**config.mk**
```make
export PLATFORM = sky130hd
export DESIGN_NAME = fetch_ctrl
export DESIGN_NICKNAME = d
export VERILOG_FILES = /design/src/rtl/fetch_ctrl.sv
export SDC_FILE = /design/constraint.sdc
export NUM_CORES = 1
export LEC_CHECK = 0
export CAP_MARGIN = 0
export CELL_PAD_IN_SITES_DETAIL_PLACEMENT = 1
export CELL_PAD_IN_SITES_GLOBAL_PLACEMENT = 1
export CORE_MARGIN = 3
export CORE_UTILIZATION = 46
export CTS_CLUSTER_DIAMETER = 40
export DETAILED_ROUTE_END_ITERATION = 10
export DONT_BUFFER_PORTS = 1
export GPL_TIMING_DRIVEN = 1
export PLACE_DENSITY = 0.87
export SLEW_MARGIN = 20
export SYNTH_ARGS = -nofsm -noshare
export SYNTH_HDL_FRONTEND = slang
export SYNTH_SLANG_ARGS = --single-unit
```
**constraint.sdc**
```tcl
create_clock -name clk -period 2.7 [get_ports clk]
set_input_delay 0.54 -clock clk [delete_from_list [all_inputs] [get_ports clk]]
set_output_delay 0.54 -clock clk [all_outputs]
set_load 0.02 [all_outputs]
```
**src/rtl/fetch_ctrl.sv**
```systemverilog
// Instruction fetch controller: owns the PC, handles hazard stalls, multicycle
// memory waits, downstream redirects, HALT detection and sticky fetch errors.
module fetch_ctrl (
    input  logic        clk,
    input  logic        rst,
    input  logic        stall,
    input  logic        redirect,
    input  logic [15:0] redirectPC,
    input  logic [15:0] imemData,
    input  logic        imemStall,
    input  logic        imemDone,
    input  logic        imemErr,
    output logic [15:0] imemAddr,
    output logic        imemRd,
    output logic [15:0] instructionF,
    output logic [15:0] incPCF,
    output logic        branchInstF,
    output logic        errF,
    output logic        haltF
);

    localparam int unsigned PC_W    = 16;
    localparam logic [PC_W-1:0] NOP_WORD = 16'h0800;
    localparam logic [PC_W-1:0] PC_STEP  = 16'd2;

    typedef enum logic [1:0] {
        S_RUN    = 2'd0,
        S_WAIT   = 2'd1,
        S_HALTED = 2'd2
    } state_e;

    state_e          state_q, state_d;
    logic [PC_W-1:0] pc_q, pc_d;
    logic [PC_W-1:0] tgt_q, tgt_d;
    logic            pend_q, pend_d;
    logic            err_q, err_d;
    logic            deliver_c;
    logic            is_halt_c;

    assign is_halt_c = (imemData[15:11] == 5'b00000);

    // State register; reset discards any pending wait or redirect.
    always_ff @(posedge clk or negedge rst) begin
        if (!rst) begin
            state_q <= S_RUN;
            pc_q    <= '0;
            tgt_q   <= '0;
            pend_q  <= 1'b0;
            err_q   <= 1'b0;
        end else begin
            state_q <= state_d;
            pc_q    <= pc_d;
            tgt_q   <= tgt_d;
            pend_q  <= pend_d;
            err_q   <= err_d;
        end
    end

    // Next-state logic; redirect always wins over stall, memory wait and halt.
    always_comb begin
        state_d   = state_q;
        pc_d      = pc_q;
        tgt_d     = tgt_q;
        pend_d    = pend_q;
        err_d     = err_q;
        deliver_c = 1'b0;

        unique case (state_q)
            S_RUN: begin
                if (redirect) begin
                    pc_d = redirectPC;
                end else if (imemStall) begin
                    state_d = S_WAIT;
                end else begin
                    deliver_c = 1'b1;
                end
            end
            S_WAIT: begin
                if (redirect && imemDone) begin
                    pc_d    = redirectPC;
                    pend_d  = 1'b0;
                    state_d = S_RUN;
                end else if (redirect) begin
                    // Access still outstanding: remember the newest target only.
                    tgt_d  = redirectPC;
                    pend_d = 1'b1;
                end else if (imemDone) begin
                    state_d = S_RUN;
                    if (pend_q) begin
                        pc_d   = tgt_q;
                        pend_d = 1'b0;
                    end else begin
                        deliver_c = 1'b1;
                    end
                end
            end
            S_HALTED: begin
                if (redirect) begin
                    pc_d    = redirectPC;
                    state_d = S_RUN;
                end
            end
            default: begin
                state_d = S_RUN;
            end
        endcase

        // A stalled HALT is re-presented and only takes effect once accepted.
        if (deliver_c) begin
            if (pc_q[0] || imemErr) begin
                err_d = 1'b1;
            end
            if (!stall) begin
                if (is_halt_c) begin
                    state_d = S_HALTED;
                end else begin
                    pc_d = pc_q + PC_STEP;
                end
            end
        end
    end

    assign imemAddr     = pc_q;
    assign imemRd       = rst && (state_q != S_HALTED);
    assign incPCF       = pc_q + PC_STEP;
    assign instructionF = (rst && deliver_c) ? imemData : NOP_WORD;
    assign branchInstF  = (instructionF[15:13] == 3'b011) || (instructionF[15:13] == 3'b001);
    assign errF         = err_q;
    assign haltF        = (state_q == S_HALTED);

endmodule

```
# Word level (Yosys, flattened, before mapping)
# Index checks and enable logic that the tools add are counted.
dict set report totals {
  output_inout_bits 52
  ff_bits 36
  wordCells 54
}
dict set report classes {
  n_reduce_logical 12
  n_mux 30
  n_addsub 1
  bitwise_logic 1
  eq_ne 5
}
# op count
set ops {}
lappend ops {{2-to-1 mux 16 bit} 9}
lappend ops {{one-hot mux 16 bit (2 select lines)} 1}
lappend ops {{2-to-1 mux 2 bit} 9}
lappend ops {{adder 16 x 2 -> 16 bit (second input constant)} 1}
lappend ops {{2-to-1 mux 1 bit} 9}
lappend ops {{one-hot mux 2 bit (3 select lines)} 1}
lappend ops {{zero test 5 bit} 1}
lappend ops {{AND reduction 2 bit} 2}
lappend ops {{equality test 3 x 1 -> 1 bit (second input constant)} 1}
lappend ops {{equality test 3 x 2 -> 1 bit (second input constant)} 1}
lappend ops {{logical AND 1 bit} 3}
lappend ops {{AND reduction 3 bit} 1}
lappend ops {{nonzero test 3 bit} 1}
lappend ops {{equality test 2 x 1 -> 1 bit (second input constant)} 1}
lappend ops {{equality test 2 bit (second input constant)} 1}
lappend ops {{zero test 2 bit} 1}
lappend ops {{logical OR 1 bit} 2}
lappend ops {{!= test 2 bit (second input constant)} 1}
lappend ops {{one-hot mux 1 bit (2 select lines)} 1}
lappend ops {{OR reduction 2 bit} 1}
lappend ops {{inverter 1 bit} 1}

# Depth between registers and ports, before layout
dict set report depth {
  depth_word 9
  depth_mapped 8
  ltp_nobuf 6
}

# Worst setup path after synthesis
# No wires, ideal clock.
dict set report synth_timing {
  path_type {reg2out}
  startpoint {register pc_q[1] (netlist: imemAddr[1])}
  endpoint {output port incPCF[13]}
  slack_ps 218
  n_path_buf 1
  arrival_time_ps 1942
  stages_incl_launch_ff 7
  path_cell_list {dfrtp_1 > ha_1 > nand3_1 > or3_1 > clkbuf_1 > nor2_1 > xor2_1}
}
dict set report synth_via {
  elab_chain_cells 1
}
# element line
set synth_lines {}
lappend synth_lines {{start: declaration} 33} ;# logic [PC_W-1:0] pc_q, pc_d;
lappend synth_lines {{start signal: assignment} 52} ;# pc_q <= pc_d;
lappend synth_lines {{adder 16 x 2 -> 16 bit} 125} ;# assign incPCF = pc_q + PC_STEP;
lappend synth_lines {{end: declaration} 16} ;# output logic [15:0] incPCF,
# No other way between the ends.

# Worst setup path in the final report
dict set report layout_timing {
  startpoint {register pc_q[6] (netlist: imemAddr[6])}
  endpoint {output port incPCF[10]}
}
# The elaborated chain is that of the path after synthesis.

==> impl_metrics.xml <==
<?xml version="1.0" encoding="UTF-8"?>
<metrics>
  <group name="route">
    <metric name="routedWlPerCell" unit="um">21.53</metric>
    <metric name="dr.pass1.iters" unit="">5</metric>
    <metric name="vias" unit="">1865</metric>
    <metric name="detail_route.iter0.violations" unit="">112</metric>
    <metric name="detail_route.wirelength" unit="um">6308</metric>
    <metric name="total_drc_errors_in_the_routed_layout" unit="">0</metric>
    <metric name="drt.antenna.violating_nets" unit="">0</metric>
    <metric name="drt-vias-per-instance" unit="">6.365</metric>
  </group>
  <group name="synth">
    <metric name="synth_edf_count" unit="">0</metric>
    <metric name="synth-seq-area-share" unit="%">41.07</metric>
    <metric name="syn-num-nets" unit="">268</metric>
    <metric name="synth.cell_area" unit="mm^2">0.002193</metric>
    <metric name="synth_area_per_inst" unit="um^2">9.620</metric>
    <metric name="post_synth_inst_count" unit="">228</metric>
    <metric name="yosys_warning_count" unit="">0</metric>
    <metric name="ys_ff_latch" unit="">36</metric>
    <metric name="netlist-cell-type-count" unit="">48</metric>
    <metric name="fraction_of_synthesis_flops_using_an_asynchronous_set_or_reset_pin" unit="%">100.0</metric>
    <metric name="synth_flop_cell" unit="">sky130_fd_sc_hd__dfrtp_1</metric>
  </group>
  <group name="clocking">
    <metric name="cts-buffers-inserted" unit="">5</metric>
    <metric name="cts.sinks" unit="">36</metric>
    <metric name="cts_root_buffer" unit="">sky130_fd_sc_hd__clkbuf_8</metric>
    <metric name="cts.reportedPaths.clkPinSlew" unit="ns">0.08</metric>
    <metric name="cts-htree-levels" unit="">2</metric>
    <metric name="buffer_count_from_post_cts_setup_fixing" unit="">0</metric>
    <metric name="cts_max_path_buffers" unit="">2</metric>
    <metric name="cts_tree" unit="">yes</metric>
    <metric name="worstSkewPairLatency" unit="ns">0.29</metric>
  </group>
  <group name="sta">
    <metric name="worst_slew_pin_slew" unit="ns">0.6287</metric>
    <metric name="rsz_0062_raised_after_global_routing" unit="">yes</metric>
    <metric name="setup-violations-final" unit="">0</metric>
    <metric name="clock-skew-final" unit="ns">0.006615</metric>
    <metric name="finalMaxSlewViolations" unit="">0</metric>
    <metric name="setup_total_negative_slack" unit="ns">0</metric>
    <metric name="finalWorstPathRequiredPeriod" unit="ns">2.593</metric>
    <metric name="fmax" unit="GHz">0.3857</metric>
    <metric name="hold_violations" unit="">0</metric>
    <metric name="worst_slew_margin_rel" unit="%">57.78</metric>
    <metric name="post-route-period-util" unit="%">96.02</metric>
  </group>
  <group name="critical_path">
    <metric name="critical_path_arrival" unit="ns">2.05</metric>
    <metric name="critical_path_class" unit="">register to output pin</metric>
    <metric name="cp_slowest_cell" unit="">sky130_fd_sc_hd__dfrtp_1</metric>
    <metric name="timing.reg2reg.setup_slack" unit="ns">0.53</metric>
    <metric name="required_worst_endpoint" unit="ns">2.16</metric>
    <metric name="slowest_delay" unit="ns">0.56</metric>
    <metric name="critical_path.startpoint_type" unit="">register</metric>
    <metric name="crit_path_cells" unit="">and3_1 -&gt; nand3_1 -&gt; nor3_1 -&gt; xor2_2</metric>
    <metric name="critPathMaxFanout" unit="">6</metric>
    <metric name="crit-reg2reg-launch" unit="">state_q[0]</metric>
    <metric name="number_of_buffers_and_inverters_on_the_critical_path" unit="">0</metric>
    <metric name="critPathCaptureType" unit="">output pin</metric>
    <metric name="ff2ff_path_depth" unit="">5</metric>
    <metric name="timing.rr.end" unit="">imemAddr[13]</metric>
    <metric name="cp_top_family" unit="">simple AND/OR/NAND/NOR gates</metric>
  </group>
  <group name="floorplanning">
    <metric name="die_y" unit="um">75.05</metric>
    <metric name="die_w" unit="um">75.05</metric>
    <metric name="die_area" unit="mm^2">0.005633</metric>
    <metric name="io_pins" unit="">91</metric>
    <metric name="initial_utilization" unit="%">49.02</metric>
    <metric name="core_region_area" unit="mm^2">0.004474</metric>
    <metric name="placementRows" unit="">24</metric>
  </group>
  <group name="power_and_ir_drop">
    <metric name="total_power" unit="mW">1.864</metric>
    <metric name="leakage_power" unit="nW">1.053</metric>
    <metric name="clockPowerShare" unit="%">21.6</metric>
    <metric name="ir_drop" unit="uV">401.0</metric>
    <metric name="power.share.sequential" unit="%">45.0</metric>
    <metric name="p_int" unit="mW">1.132</metric>
    <metric name="power_density" unit="mW/mm^2">762.4</metric>
    <metric name="power_switching_share" unit="%">39.29</metric>
    <metric name="pwr-share-comb" unit="%">33.4</metric>
    <metric name="netSwitchingPower" unit="uW">732.4</metric>
  </group>
  <group name="global_routing">
    <metric name="number_of_global_route_vias_before_repair" unit="">1936</metric>
    <metric name="grt_start_max_net_pins" unit="">37</metric>
    <metric name="antenna_found_initial" unit="">0</metric>
    <metric name="grt.total_usage" unit="%">23.05</metric>
    <metric name="grt_first_pass_wirelength" unit="um">9811</metric>
    <metric name="grt_remaining_overflow" unit="">0</metric>
  </group>
  <group name="cells_and_area">
    <metric name="layout-drive-gt1-share" unit="%">21.58</metric>
    <metric name="antenna_cells" unit="">0</metric>
    <metric name="area_delta_synth_final" unit="%">11.47</metric>
    <metric name="post_layout_nonfiller_instances" unit="">293</metric>
    <metric name="final_nets" unit="">280</metric>
    <metric name="mostFrequentLayoutCells" unit="">sky130_fd_sc_hd__dfrtp_1, sky130_fd_sc_hd__and2_1, sky130_fd_sc_hd__nor2_1, sky130_fd_sc_hd__mux2_2, sky130_fd_sc_hd__buf_4</metric>
    <metric name="layout_commonest_cell" unit="">sky130_fd_sc_hd__dfrtp_1</metric>
  </group>
  <group name="placement">
    <metric name="place.detailed.hpwl" unit="um">4624</metric>
    <metric name="portBuffers" unit="">0</metric>
    <metric name="gpl.final_weighted_congestion" unit="">0.8306</metric>
    <metric name="dpl.cell_count" unit="">284</metric>
  </group>
  <group name="status">
    <metric name="status" unit="">finished, final reports clean</metric>
  </group>
  <group name="worst_hold_path">
    <metric name="hold_path.class" unit="">input port to async pin</metric>
  </group>
  <group name="flow_run">
    <metric name="cap_violations" unit="">0</metric>
  </group>
</metrics>
## through the flow
| stage | hold WS (ns) | worst slack (ns) | area (um^2) | util (%) |
|---|---|---|---|---|
| global route | 0.07586 | -0.03038 | 2445 | 54.64 |
| global placement | 0.2459 | 0.4405 | 2315 | 51.73 |
| detailed placement | 0.2457 | 0.3571 | 2315 | 51.73 |
| floorplan | 0.2444 | 0.2182 | 2193 | - |
| finish | 0.07615 | 0.1074 | 2445 | 54.64 |
| CTS | 0.08221 | 0.04083 | 2427 | 54.25 |
## cell usage after synthesis, drive strengths merged, types with 3 or more instances
| cell type | number | area, um^2 |
|---|---|---|
| o211ai | 3 | 22.52 |
| xnor2 | 8 | 70.07 |
| nand2 | 9 | 33.78 |
| inv | 6 | 22.52 |
| and3 | 4 | 25.02 |
| xor2 | 5 | 43.79 |
| nand2b | 4 | 32.53 |
| a222oi | 8 | 80.08 |
| nor3 | 5 | 25.02 |
| a21o | 3 | 22.52 |
| clkbuf | 6 | 22.52 |
| dfrtp | 36 | 900.9 |
| a22o | 4 | 35.03 |
| o21a | 4 | 31.28 |
| mux2 | 16 | 180.2 |
| o21ai | 7 | 35.03 |
| nor2 | 17 | 66.32 |
| nand3 | 13 | 65.06 |
| a21oi | 12 | 60.06 |
| nor2b | 5 | 31.28 |
| or3 | 3 | 18.77 |
| and2 | 17 | 106.4 |
| buf | 6 | 41.28 |
| a22oi | 6 | 45.04 |
## state kept, by name, indices dropped and copies added (netlist names)
register	count
errF	1
tgt_q	16
imemAddr	16
pend_q	1
state_q	2
## power by group through the flow
| stage | sequential [mW] | combinational (mW) | clock [mW] |
|---|---|---|---|
| after floorplan | 0.850 | 0.433 | 0 |
| after global placement | 0.835 | 0.591 | 0 |
| after detailed placement | 0.845 | 0.603 | 0 |
| after CTS | 0.836 | 0.621 | 0.411 |
| after global routing | 0.864 | 0.680 | 0.437 |
| final | 0.839 | 0.623 | 0.402 |
## metal layers
layer	routed length (um)	GRT usage, %	up-vias
met2	3224	39.26	62
met5	0	0	-
li1	-	-	855
met1	2556	28.41	940
met3	456	6.542	8
met4	72	6.522	0
## cell families after synthesis
logic type                 count (synthesis)  share of synthesized area (%)
AOI/OAI and AO/OA                         58                          19.68
and+or+nand+nor                           86                          21.33
DFF                                       36                          41.07
xor gates and xnor gates                  13                          5.191
muxes                                     16                          8.214
adders and majority gates                  1                         0.5704
buffers and inverters                     18                          3.936
## final cells by class
class,instances,area (um^2)
Sequential cell,36,900.9
Tap cell,52,65.06
Clock inverter,2,10.01
Clock buffer,6,82.58
Fill cell,517,2029
Inverter,6,22.52
Multi-Input combinational cell,174,1224
Timing Repair Buffer,17,140.1
## worst max path at each step
stage	startpoint	end	depth (start not counted)
after floorplan	imemAddr[1]	incPCF[13]	6
after global placement	imemAddr[6]	incPCF[10]	4
after detailed placement	imemAddr[6]	incPCF[10]	4
after CTS	imemAddr[6]	incPCF[10]	4
after global routing	imemAddr[6]	incPCF[14]	4
final	imemAddr[6]	incPCF[10]	4
## timing repair
item	CTS	global route
hold buffers	1	0
setup endpoints to repair	0	3
hold endpoints to repair	36	0
gates resized for setup	0	3
(Power assumes the default switching activity.)
